### src/rtl/g3f_monitor_if.sv
// g3f_monitor_if: phase inputs, clear and decoded status outputs of the g3f receive-side monitor.
interface g3f_monitor_if;
  logic       qa;
  logic       qb;
  logic       qc;
  logic       clr;
  logic       step;
  logic       dir;
  logic       locked;
  logic       fault;
  logic       stalled;
  logic [7:0] step_cnt;
  modport master (output qa, qb, qc, clr, input step, dir, locked, fault, stalled, step_cnt);
  modport slave  (input qa, qb, qc, clr, output step, dir, locked, fault, stalled, step_cnt);
endinterface

### src/rtl/g3f_monitor.sv
// g3f_monitor: synchronises three-phase g3f lines, decodes direction/lock/position and flags faults and stalls.
module g3f_monitor #(
  parameter int          SYNC_STAGES = 2,
  parameter int          LOCK_COUNT  = 6,
  parameter logic [15:0] TIMEOUT     = 16'hFFFF
) (
  input logic          clk,
  input logic          rst,
  g3f_monitor_if.slave bus
);
  typedef enum logic {ACQ, LOCKED} state_t;
  localparam int PW = $clog2(SYNC_STAGES + 2);
  logic [SYNC_STAGES-1:0] r_sa, r_sb, r_sc;
  logic [PW-1:0]          r_prime;
  logic [2:0]             r_prev;
  logic                   r_have, r_step, r_dir, r_fault, r_stalled;
  logic [7:0]             r_cnt;
  logic [15:0]            r_idle;
  logic [3:0]             r_run;
  state_t                 r_state;
  logic [2:0]             w_s, w_idx, w_inc, w_dec;
  logic                   w_vld, w_primed, w_fwd, w_rev, w_step, w_flt, w_stall, w_dir;
  logic [15:0]            w_idle;
  logic [3:0]             w_run;
  state_t                 w_state;
  always_comb begin
    w_s      = {r_sa[SYNC_STAGES-1], r_sb[SYNC_STAGES-1], r_sc[SYNC_STAGES-1]};
    w_vld    = (w_s != 3'b000) && (w_s != 3'b111);
    w_idx    = (w_s == 3'b100) ? 3'd0 : (w_s == 3'b110) ? 3'd1 : (w_s == 3'b010) ? 3'd2 :
               (w_s == 3'b011) ? 3'd3 : (w_s == 3'b001) ? 3'd4 : 3'd5;
    w_primed = r_prime == PW'(SYNC_STAGES + 1);
    w_inc    = (r_prev == 3'd5) ? 3'd0 : r_prev + 3'd1;
    w_dec    = (r_prev == 3'd0) ? 3'd5 : r_prev - 3'd1;
    w_fwd    = w_primed && r_have && w_vld && (w_idx == w_inc);
    w_rev    = w_primed && r_have && w_vld && (w_idx == w_dec);
    w_step   = w_fwd || w_rev;
    // a code that is neither a hold nor a neighbour means a state was skipped
    w_flt    = w_primed && (!w_vld || (r_have && (w_idx != r_prev) && !w_step));
    w_idle   = w_step ? 16'd0 : (r_idle == TIMEOUT) ? r_idle : r_idle + 16'd1;
    w_stall  = w_idle == TIMEOUT;
  end
  always_comb begin
    w_state = r_state;
    w_run   = r_run;
    w_dir   = r_dir;
    if (r_state == ACQ) begin
      if (w_flt) w_run = 4'd0;
      else if (w_step) begin
        w_run = (r_run != 4'd0 && w_fwd == r_dir) ? r_run + 4'd1 : 4'd1;
        w_dir = w_fwd;
        if (w_run == 4'(LOCK_COUNT)) w_state = LOCKED;
      end
    end else if (w_flt || w_stall) begin
      w_state = ACQ;
      w_run   = 4'd0;
    end else if (w_step && w_fwd != r_dir) begin
      w_state = ACQ;
      w_run   = 4'd1;
      w_dir   = w_fwd;
    end
  end
  always_ff @(posedge clk or posedge rst) begin
    if (rst) begin
      r_sa      <= '0;
      r_sb      <= '0;
      r_sc      <= '0;
      r_prime   <= '0;
      r_prev    <= 3'd0;
      r_have    <= 1'b0;
      r_step    <= 1'b0;
      r_dir     <= 1'b0;
      r_fault   <= 1'b0;
      r_stalled <= 1'b0;
      r_cnt     <= 8'd0;
      r_idle    <= 16'd0;
      r_run     <= 4'd0;
      r_state   <= ACQ;
    end else begin
      r_sa      <= {r_sa[SYNC_STAGES-2:0], bus.qa};
      r_sb      <= {r_sb[SYNC_STAGES-2:0], bus.qb};
      r_sc      <= {r_sc[SYNC_STAGES-2:0], bus.qc};
      r_prime   <= w_primed ? r_prime : r_prime + 1'b1;
      r_prev    <= (w_primed && w_vld) ? w_idx : r_prev;
      r_have    <= r_have || (w_primed && w_vld);
      r_step    <= w_step;
      r_dir     <= w_dir;
      r_fault   <= w_flt || (r_fault && !bus.clr);
      r_stalled <= w_stall;
      r_cnt     <= bus.clr ? 8'd0 : w_fwd ? r_cnt + 8'd1 : w_rev ? r_cnt - 8'd1 : r_cnt;
      r_idle    <= w_idle;
      r_run     <= w_run;
      r_state   <= w_state;
    end
  end
  assign bus.step     = r_step;
  assign bus.dir      = r_dir;
  assign bus.locked   = r_state == LOCKED;
  assign bus.fault    = r_fault;
  assign bus.stalled  = r_stalled;
  assign bus.step_cnt = r_cnt;
endmodule

### src/flat_wrapper.sv
// flat-port wrapper written by rule: the top's interface ports become plain ports
module g3f_monitor_flat 
#(
  parameter int          SYNC_STAGES = 2,
  parameter int          LOCK_COUNT  = 6,
  parameter logic [15:0] TIMEOUT     = 16'hFFFF
)
  (clk, rst, bus_qa, bus_qb, bus_qc, bus_clr, bus_step, bus_dir, bus_locked, bus_fault, bus_stalled, bus_step_cnt);
  g3f_monitor_if bus_i ();
  input logic clk;
  input logic rst;
  input wire logic [$bits(bus_i.qa)-1:0] bus_qa;
  input wire logic [$bits(bus_i.qb)-1:0] bus_qb;
  input wire logic [$bits(bus_i.qc)-1:0] bus_qc;
  input wire logic [$bits(bus_i.clr)-1:0] bus_clr;
  output wire logic [$bits(bus_i.step)-1:0] bus_step;
  output wire logic [$bits(bus_i.dir)-1:0] bus_dir;
  output wire logic [$bits(bus_i.locked)-1:0] bus_locked;
  output wire logic [$bits(bus_i.fault)-1:0] bus_fault;
  output wire logic [$bits(bus_i.stalled)-1:0] bus_stalled;
  output wire logic [$bits(bus_i.step_cnt)-1:0] bus_step_cnt;
  assign bus_i.qa = bus_qa;
  assign bus_i.qb = bus_qb;
  assign bus_i.qc = bus_qc;
  assign bus_i.clr = bus_clr;
  assign bus_step = bus_i.step;
  assign bus_dir = bus_i.dir;
  assign bus_locked = bus_i.locked;
  assign bus_fault = bus_i.fault;
  assign bus_stalled = bus_i.stalled;
  assign bus_step_cnt = bus_i.step_cnt;
  g3f_monitor #(.SYNC_STAGES(SYNC_STAGES), .LOCK_COUNT(LOCK_COUNT), .TIMEOUT(TIMEOUT)) u_core (.clk(clk), .rst(rst), .bus(bus_i));
endmodule
### config.mk
export PLATFORM = sky130hd
export DESIGN_NAME = g3f_monitor_flat
export DESIGN_NICKNAME = d
export VERILOG_FILES = /design/src/rtl/g3f_monitor_if.sv /design/src/rtl/g3f_monitor.sv /design/src/flat_wrapper.sv
export SDC_FILE = /design/constraint.sdc
export NUM_CORES = 1
export LEC_CHECK = 0
export CAP_MARGIN = 20
export CORE_UTILIZATION = 40
export DETAILED_ROUTE_END_ITERATION = 10
export GPL_ROUTABILITY_DRIVEN = 0
export HOLD_SLACK_MARGIN = 0.1
export PLACE_DENSITY = 0.68
export SKIP_CTS_REPAIR_TIMING = 1
export SLEW_MARGIN = 40
export SYNTH_ARGS = -nofsm -noshare
export SYNTH_HDL_FRONTEND = slang
export SYNTH_SLANG_ARGS = --single-unit
### constraint.sdc
create_clock -name clk -period 3.3 [get_ports clk]
set_clock_uncertainty 0.1 [all_clocks]
set_input_delay 0.66 -clock clk [delete_from_list [all_inputs] [get_ports clk]]
set_output_delay 0.66 -clock clk [all_outputs]
set_load 0.05 [all_outputs]
==> impl_results.md, run 1 <==
* Most common cell after layout, fill and taps aside: dfrtp_1
* Fin area at 3338 µm²
* Via-to-Cell Ratio at 5.624
* Area occupied by multi-input gates at 1650 µm²
* Synth Area per Inst at 9.095 µm²
* Power, Total at 1.676 mW
* Wl on met1 at 3062 µm
* GRT Resource Usage Total at 0.1804
* Drt first pass iters at 4
* Post-synthesis sequential area ratio at 0.3833
* Syn Inst Count at 323
* Fin nets at 361
* Initial antenna violation count at 0
* Clk Latency, worst-skew pair at 0.30 ns
* Placed Instance Area at 3229 µm²
* Fillers at 668
* Register area at 1129 µm²
* Ports at 19
* CP Capture Type: flip-flop
* Met2 Routed Length at 2998 µm
* Final core occ at 0.4807
* Placement-stage worst setup slack at 0.06972 ns
* Max layer used: met4
* CTS tree: built
* Largest net degree at the start of global routing at 27
* DRC at 0
* Worst-Margin Slew at 0.5231 ns
* EDFF count, synth at 0
* Asr flop ratio synth at 1.000
* MaxCap Viol Count at 0
* Row count at 30
* Share of layout cells above drive strength 1 at 0.1304
* Final HPWL DP at 4636 µm
* Min Clock Period, post-route at 3.031 ns
* Outcome: finished clean
* Static leakage at 1.437 nW
* Sink Count at 45
* DRT iter0 DRCs at 151
* Main synth FF type: dfrtp_1
* Die area at 7691 µm²
* Routed vias at 2480
* Final setup margin at 0.2685 ns
* Synth Register Bits at 45
* Starting Density at 0.4231
* Met3 Wirelength at 226 µm
* Die H at 87.70 µm
* Post-route clock period utilization at 0.9186
* Reg clk slew, reported paths at 0.09 ns
* Post-synth cell types at 71
* CP required at 3.40 ns
* Core footprint at 6944 µm²
* Clk buf depth at 2
* PortBufs at 18
* Die X at 87.70 µm
* Power per cell area at 502.0 nW/µm²
* Final setup fails at 0
* Overflow after GRT at 0
* WL/cell at 14.45 µm
* Worst VDD drop at 0.3549 mV
* Slew Viols, Final at 0
* DRT Wirelength at 6372 µm
* Crit Path Max Fanout at 6
* CTS Buf Count at 5
* Worst hold path class: reg2reg
* Antenna Cells at 0
* Rel. slew slack at 0.6489
* Commonest cells after routing, fill and taps aside: dfrtp_1 (43), nor2_1 (38), nand2_1 (22), clkdlybuf4s50_1 (18), o21ai_0 (16)
* Fin. Hold Viols at 0
* Crit Path Category: reg2reg
* Clk Tree Root Cell: clkbuf_8
* Area grow syn2layout at 13.63%
* Vias in the first global route at 2244
* Post-Synthesis Cell Area at 2938 µm²
* RSZ-0062 raised after global routing: false
* Fmax at 0.3299 GHz
* H-Tree Depth at 2
* WP data arrival at 3.13 ns
* Syn_nets at 340
* TNS Setup at 0 ns
* Synth warnings at 0
* Global-route wire length before repair at 10740 µm
* Critical Path Source Type: flip-flop
* Antenna Nets Post-Route at 0
state kept, by name, indices dropped and copies added, names as in the netlist:
register / cells
u_core.bus.dir: 1
u_core.bus.fault: 1
u_core.bus.locked: 1
u_core.bus.stalled: 1
u_core.bus.step: 1
u_core.bus.step_cnt: 8
u_core.r_have: 1
u_core.r_idle: 16
u_core.r_prev: 3
u_core.r_prime: 2
u_core.r_run: 4
u_core.r_sa: 2
u_core.r_sb: 2
u_core.r_sc: 2
cells by family (layout without fill, tap and decap cells):
kind of cell / after synthesis / after routing / share of synthesized area
AND/OR/NAND/NOR: 124 / 124 / 0.2270
XOR/XNOR: 23 / 23 / 0.06857
multiplexers: 9 / 9 / 0.03109
buffers and inverters: 36 / 58 / 0.06047
flip-flops: 45 / 45 / 0.3833
AO/OA/AOI/OAI: 75 / 75 / 0.1802
adder cells (fa/ha/maj): 11 / 11 / 0.04940
path summary, 6_finish.rpt:
| check | startpoint | endpoint | slack [ns] | cells past startpoint |
|---|---|---|---|---|
| max | u_core.r_prev[1] | u_core.bus.step_cnt[7] | 0.27 | 12 |
| min | u_core.r_sb[0] | u_core.r_sb[1] | 0.26 | 0 |
| max reg2reg | u_core.r_prev[1] | u_core.bus.step_cnt[7] | 0.27 | 12 |
| min reg2reg | u_core.r_sb[0] | u_core.r_sb[1] | 0.26 | 0 |
| max in group asynchronous | rst | u_core.r_prev[0] | 2.06 | 3 |
| min in group asynchronous | rst | u_core.r_prev[1] | 0.49 | 2 |
critical path, cell delays in order (launching register included):
cell,delay [ns]
dfrtp_1,0.46
or3_1,0.36
nand2_1,0.07
o32a_1,0.22
nand3_2,0.14
ha_1,0.29
a21o_1,0.20
a21oi_2,0.19
o21ai_0,0.15
o41ai_2,0.27
xnor2_1,0.18
a21oi_1,0.09
a31o_2,0.22
per-stage QoR:
stage / std cells / hold WS, ns
after floorplan: 323 / 0.2312
after global placement: 432 / 0.2395
after detailed placement: 432 / 0.2372
after CTS: 440 / 0.2576
after global routing: 441 / 0.2653
final: 441 / 0.2554
area by class of cell:
cell class | instances | share of cell area
flip-flops and latches | 45 | 0.3381
inverters | 17 | 0.01912
clock inverters | 2 | 0.002999
clock buffers | 6 | 0.02174
multi-input cells | 242 | 0.4944
repair buffers | 33 | 0.08771
well taps | 96 | 0.03598
power by group:
group | switching [mW] | leakage (nW) | internal [mW]
combinational | 0.374 | 0.817 | 0.266
sequential | 0.0852 | 0.575 | 0.613
clock | 0.191 | 0.0450 | 0.147
metal layers:
layer | vias up | global-route usage
li1 | 1220 | -
met1 | 1213 | 0.2503
met2 | 41 | 0.2784
met3 | 6 | 0.04053
met4 | 0 | 0.06110
met5 | - | 0
cells in the mapped netlist, types with 2 or more instances:
library cell  number  area share
a22o_2             2      0.0068
nand3_1           14       0.024
xor2_1            10       0.030
nor2_1            38       0.049
o31a_1             2      0.0060
inv_1             16       0.020
o21bai_1           2      0.0051
a21o_1             3      0.0077
mux2i_1            8       0.027
o41ai_1            2      0.0060
buf_1              4      0.0051
xnor2_1           13       0.039
nand3b_1           2      0.0051
o211a_1            2      0.0068
nor3_1             7       0.012
o211ai_1           2      0.0051
and2_1             3      0.0064
nand4_1            7       0.015
or4_1              2      0.0051
a31oi_1            6       0.013
nand2_1           22       0.028
dfrtp_1           45        0.38
a21oi_1           14       0.024
clkbuf_1           8       0.010
a311oi_1           3      0.0089
nor4_1             8       0.017
and4_1             3      0.0089
buf_6              5       0.019
ha_1              10       0.043
and3_1             2      0.0043
o21a_1             2      0.0051
nand2b_1           2      0.0043
o21ai_0           16       0.027
Power figures use the tool's default switching activity.
==> inputs of run 2 (changes only) <==
Settings changed: CORE_MARGIN from default to 5, PLACE_DENSITY 0.68 to 0.66.
Clock period 3.3 ns to 3.2 ns, I/O delays scaled along.
==> run 2 against run 1 <==
Critical path type unchanged. Hold slack better by 0.0063 ns. Flip-flop and latch count unchanged. Sequential power rose by 2%. Critical path depth grew 1.
==> impl_results.md, run 2 (same netlist as run 1, synthesis figures left out) <==
* Outcome: finished clean
* Area occupied by multi-input gates at 1665 µm²
* Commonest cells after routing, fill and taps aside: dfrtp_1 (43), nor2_1 (38), nand2_1 (22), buf_4 (19), clkdlybuf4s50_1 (18)
* WP data arrival at 3.11 ns
* Antenna Cells at 0
* Ports at 19
* Fin nets at 368
* Antenna Nets Post-Route at 0
* Placed Cells at 436
* Final core occ at 0.4816
* Share of layout cells above drive strength 1 at 0.1563
* Fin. Hold Viols at 0
* CTS Buf Count at 5
* Hold Startpoint: u_core.r_sa[0]
* Power per cell area at 555.7 nW/µm²
* Power, Total at 1.931 mW
* Switching pwr at 0.6887 mW
* Clk Tree Root Cell: clkbuf_8
* Die X at 95.70 µm
* Cell Chain, Critical Path: or3_1 -> nand2_1 -> o32a_1 -> nand3_2 -> buf_6 -> buf_4 -> ha_1 -> nand2_1 -> o21ai_1 -> o41ai_2 -> xnor2_1 -> a21oi_1 -> a31o_2
* MaxCap Viol Count at 0
* H-Tree Depth at 2
* WL/cell at 14.34 µm
* Die H at 95.70 µm
* CP bufs+invs at 2
* Static leakage at 1.498 nW
* Core footprint at 7214 µm²
* Worst path slowest cell: dfrtp_1
* Switching power share of the total at 0.3567
* Hold_ws at 0.2616 ns
* Sequential fraction of design power at 0.370
* Most used cell along the critical path: nand2_1
* Cell-internal power at 1.242 mW
* Delay-heaviest family, CP: compound AO/OA/AOI/OAI gates
* PortBufs at 18
* Final Non-Filler Cells at 451
* Post-route clock period utilization at 0.9421
* Via-to-Cell Ratio at 5.579
* Clk Latency, worst-skew pair at 0.30 ns
* Critical Path Source Type: flip-flop
* CP Capture Type: flip-flop
* Row count at 31
* DRC at 0
* Final HPWL DP at 4674 µm
* Min Clock Period, post-route at 3.015 ns
* Worst hold path class: reg2reg
* Vias in the first global route at 2319
* Slew Viols, Final at 0
* Largest net degree at the start of global routing at 27
* Register area at 1129 µm²
* Sink Count at 45
* DRT Wirelength at 6467 µm
* CTS tree: built
* Drt first pass iters at 4
* Worst VDD drop at 0.4475 mV
* Combinational power share at 0.363
* Most flops, register: u_core.r_idle
* Crit Path Category: reg2reg
* Worst-Margin Slew at 0.5176 ns
* Area grow syn2layout at 18.27%
* GRT Resource Usage Total at 0.1477
* Clock power frac at 0.266
* Max reg flops at 16
* Starting Density at 0.4072
* Reg2Reg Launch Point: u_core.r_sc[1]
* Reg clk slew, reported paths at 0.09 ns
* Global-route wire length before repair at 10810 µm
* DRT iter0 DRCs at 130
* Overflow after GRT at 0
* Die area at 9158 µm²
* CP Launch Point: u_core.r_sc[1]
* Rel. slew slack at 0.6538
* Fillers at 700
* CP required at 3.29 ns
* Most common cell after layout, fill and taps aside: dfrtp_1
* CP peak stage delay at 0.44 ns
* Final setup fails at 0
* Clk buf depth at 2
* Crit Path Max Fanout at 8
* Routed vias at 2516
* Fmax at 0.3317 GHz
* Initial antenna violation count at 0
run 2: layout make-up:
| type | instances | share of cell area |
|---|---|---|
| clock buffers | 5 | 0.01981 |
| clock inverters | 3 | 0.01873 |
| inverters | 17 | 0.01837 |
| multi-input cells | 242 | 0.4793 |
| flip-flops and latches | 45 | 0.3248 |
| well taps | 99 | 0.03565 |
| repair buffers | 40 | 0.1033 |
run 2: per-stage QoR:
stage,setup TNS [ns],cell area [µm²],setup WS (ns)
after CTS,0,3392,0.07554
after detailed placement,0,3258,0.08637
after global routing,-0.003997,3475,-0.003997
after global placement,0,3258,0.1917
after floorplan,0,2944,0.08708
final,0,3475,0.1854
run 2: worst register-to-register path: stages, from the launching register on:
cell and delay [ns]:
dfrtp_1 0.44, or3_1 0.38, nand2_1 0.08, o32a_1 0.20
nand3_2 0.12, buf_6 0.16, buf_4 0.14, ha_1 0.32
nand2_1 0.09, o21ai_1 0.09, o41ai_2 0.31, xnor2_1 0.19
a21oi_1 0.10, a31o_2 0.21
run 2: power by group through the flow:
stage | Sequential (mW) | Combinational [mW] | Clock [mW]
finish | 0.715 | 0.701 | 0.515
global route | 0.726 | 0.779 | 0.550
CTS | 0.715 | 0.660 | 0.531
detailed placement | 0.726 | 0.656 | 0
global placement | 0.725 | 0.642 | 0
floorplan | 0.803 | 0.403 | 0
run 2: worst paths after layout:
| check | cells after the start | slack, ns | to |
|---|---|---|---|
| worst max-delay path | 13 | 0.19 | u_core.bus.step_cnt[7] |
| worst min-delay path | 0 | 0.26 | u_core.r_sa[1] |
| worst max register to register | 13 | 0.19 | u_core.bus.step_cnt[7] |
| worst min register to register | 0 | 0.26 | u_core.r_sa[1] |
| max in group asynchronous | 3 | 1.75 | u_core.r_prev[0] |
| min in group asynchronous | 2 | 0.54 | u_core.r_sb[0] |
run 2: metal layers:
layer	vias up	wire length (µm)	global-route usage
met3	12	236	0.02580
li1	1234	-	-
met5	-	0	0
met1	1217	2953	0.1963
met4	0	122	0.05569
met2	53	3156	0.2403
==> inputs of run 3 (changes only) <==
Clock period 3.2 ns to 3.7 ns, I/O delays scaled along.
==> run 3 against run 2 <==
Register-to-register slack better by 0.17 ns. Combinational power down 24%. First-iteration DRC count decreased by 48%. Critical path type unchanged.
==> impl_results.md, run 3 (same netlist as run 1, synthesis figures left out) <==
* Die area at 9158 µm²
* Clk Tree Root Cell: clkbuf_8
* Row count at 31
* CTS Buf Count at 5
* Most common cell after layout, fill and taps aside: dfrtp_1
* DRC at 0
* Hold Startpoint: u_core.r_sb[0]
* Placement-stage worst setup slack at 0.3268 ns
* Power per cell area at 461.2 nW/µm²
* Final core occ at 0.4525
* Post-route clock period utilization at 0.9030
* Hold Path End: u_core.r_sb[1]
* Clk Latency, worst-skew pair at 0.30 ns
* WHS Path Cells at 0
* Max reg flops at 16
* Worst hold path class: reg2reg
* GRT Resource Usage Total at 0.1445
* Worst-Margin Slew at 0.5576 ns
* Fillers at 740
* Static leakage at 1.388 nW
* H-Tree Depth at 2
* Slew Viols, Final at 0
* Worst R2R End: u_core.bus.step_cnt[7]
* DRT iter0 DRCs at 67
* Critical Path Source Type: flip-flop
* Rel. slew slack at 0.6283
* FF-to-FF setup slack at 0.36 ns
* Area occupied by multi-input gates at 1634 µm²
* Commonest cells after routing, fill and taps aside: dfrtp_1 (43), nor2_1 (38), nand2_1 (22), clkdlybuf4s50_1 (18), o21ai_0 (16)
* Global-route wire length before repair at 10540 µm
* Initial antenna violation count at 0
* Most flops, register: u_core.r_idle
* Worst R2R Path Depth at 12
* Outcome: finished clean
* MaxCap Viol Count at 0
* PortBufs at 18
* Clk buf depth at 2
* CP required at 3.80 ns
* Final setup margin at 0.3590 ns
* Share of layout cells above drive strength 1 at 0.09581
* Starting Density at 0.4072
* Fin nets at 350
* Overflow after GRT at 0
* TNS Setup at 0 ns
* Reg2Reg Launch Point: u_core.r_sc[1]
* Final setup fails at 0
* Reg clk slew, reported paths at 0.08 ns
* Area grow syn2layout at 11.12%
* Final HPWL DP at 4352 µm
* CP Capture Type: flip-flop
* Die H at 95.70 µm
* Drt first pass iters at 4
* Final Non-Filler Cells at 433
* Placed Cells at 425
* Sink Count at 45
* WP data arrival at 3.44 ns
* Largest net degree at the start of global routing at 46
* WL/cell at 14.19 µm
* Antenna Nets Post-Route at 0
* CTS tree: built
* Fmax at 0.2993 GHz
* Crit Path Category: reg2reg
* Register area at 1129 µm²
* Die X at 95.70 µm
* Ports at 19
* Routed vias at 2395
* RSZ-0062 raised after global routing: false
* Antenna Cells at 0
* Via-to-Cell Ratio at 5.531
* Crit Path Max Fanout at 14
* Min Clock Period, post-route at 3.341 ns
* DRT Wirelength at 6143 µm
* Vias in the first global route at 2242
* Fin. Hold Viols at 0
* Worst VDD drop at 0.2041 mV
* Core footprint at 7214 µm²
## run 3: cell types whose count changed in the layout (fill, tap and decap cells not counted), sizes merged
cell    before  now
bufinv       2    0
clkbuf       6    7
buf         21    4
## run 3: where the power goes
group,total (mW),internal [mW],switching [mW]
clock network,0.341,0.169,0.172
registers,0.628,0.546,0.0817
logic,0.536,0.220,0.316
total,1.51,0.936,0.570
## run 3: critical path, cell delays in order (launching register included)
cell and delay (ns):
dfrtp_1 0.54, or3_1 0.43, nand2_1 0.07, o32a_1 0.18, nand3_1 0.18, ha_1 0.32
a21o_1 0.18, a21oi_1 0.22, o21ai_0 0.15, o41ai_1 0.35, xnor2_1 0.19, a21oi_1 0.09
a31o_2 0.23
## run 3: metrics by stage
step | total power, mW | area [µm²] | hold slack, ns
detailed placement | 1.174 | 3161 | 0.2571
finish | 1.506 | 3264 | 0.2693
global route | 1.603 | 3264 | 0.2780
global placement | 1.165 | 3158 | 0.2555
CTS | 1.524 | 3262 | 0.2788
floorplan | 1.041 | 2938 | 0.2312
## run 3: routing by layer
metal | global-route usage | vias up | part of all wire
li1 | - | 1190 | -
met1 | 0.2010 | 1151 | 0.48
met2 | 0.2270 | 47 | 0.47
met3 | 0.02815 | 7 | 0.039
met4 | 0.04502 | 0 | 0.017
met5 | 0 | - | 0
## run 3: how the worst max path moves through the flow
stage	slack, ns	start	endpoint	cells past startpoint
3_3_place_gp	0.45	u_core.r_prev[0]	u_core.bus.step_cnt[7]	12
5_1_grt	0.04	u_core.r_sc[1]	u_core.bus.step_cnt[7]	12
2_1_floorplan	0.44	u_core.r_prev[0]	u_core.bus.step_cnt[7]	13
4_1_cts	0.28	u_core.r_prev[0]	u_core.bus.step_cnt[7]	12
6_report	0.36	u_core.r_sc[1]	u_core.bus.step_cnt[7]	12
3_5_place_dp	0.33	u_core.r_prev[0]	u_core.bus.step_cnt[7]	12
## run 3: final cells by class
type	count	area share
Clock buffer	7	0.02951
Clock inverter	1	0.001533
Inverter	17	0.02031
Multi-Input combinational cell	242	0.5006
Sequential cell	45	0.3457
Tap cell	99	0.03795
Timing Repair Buffer	22	0.06439
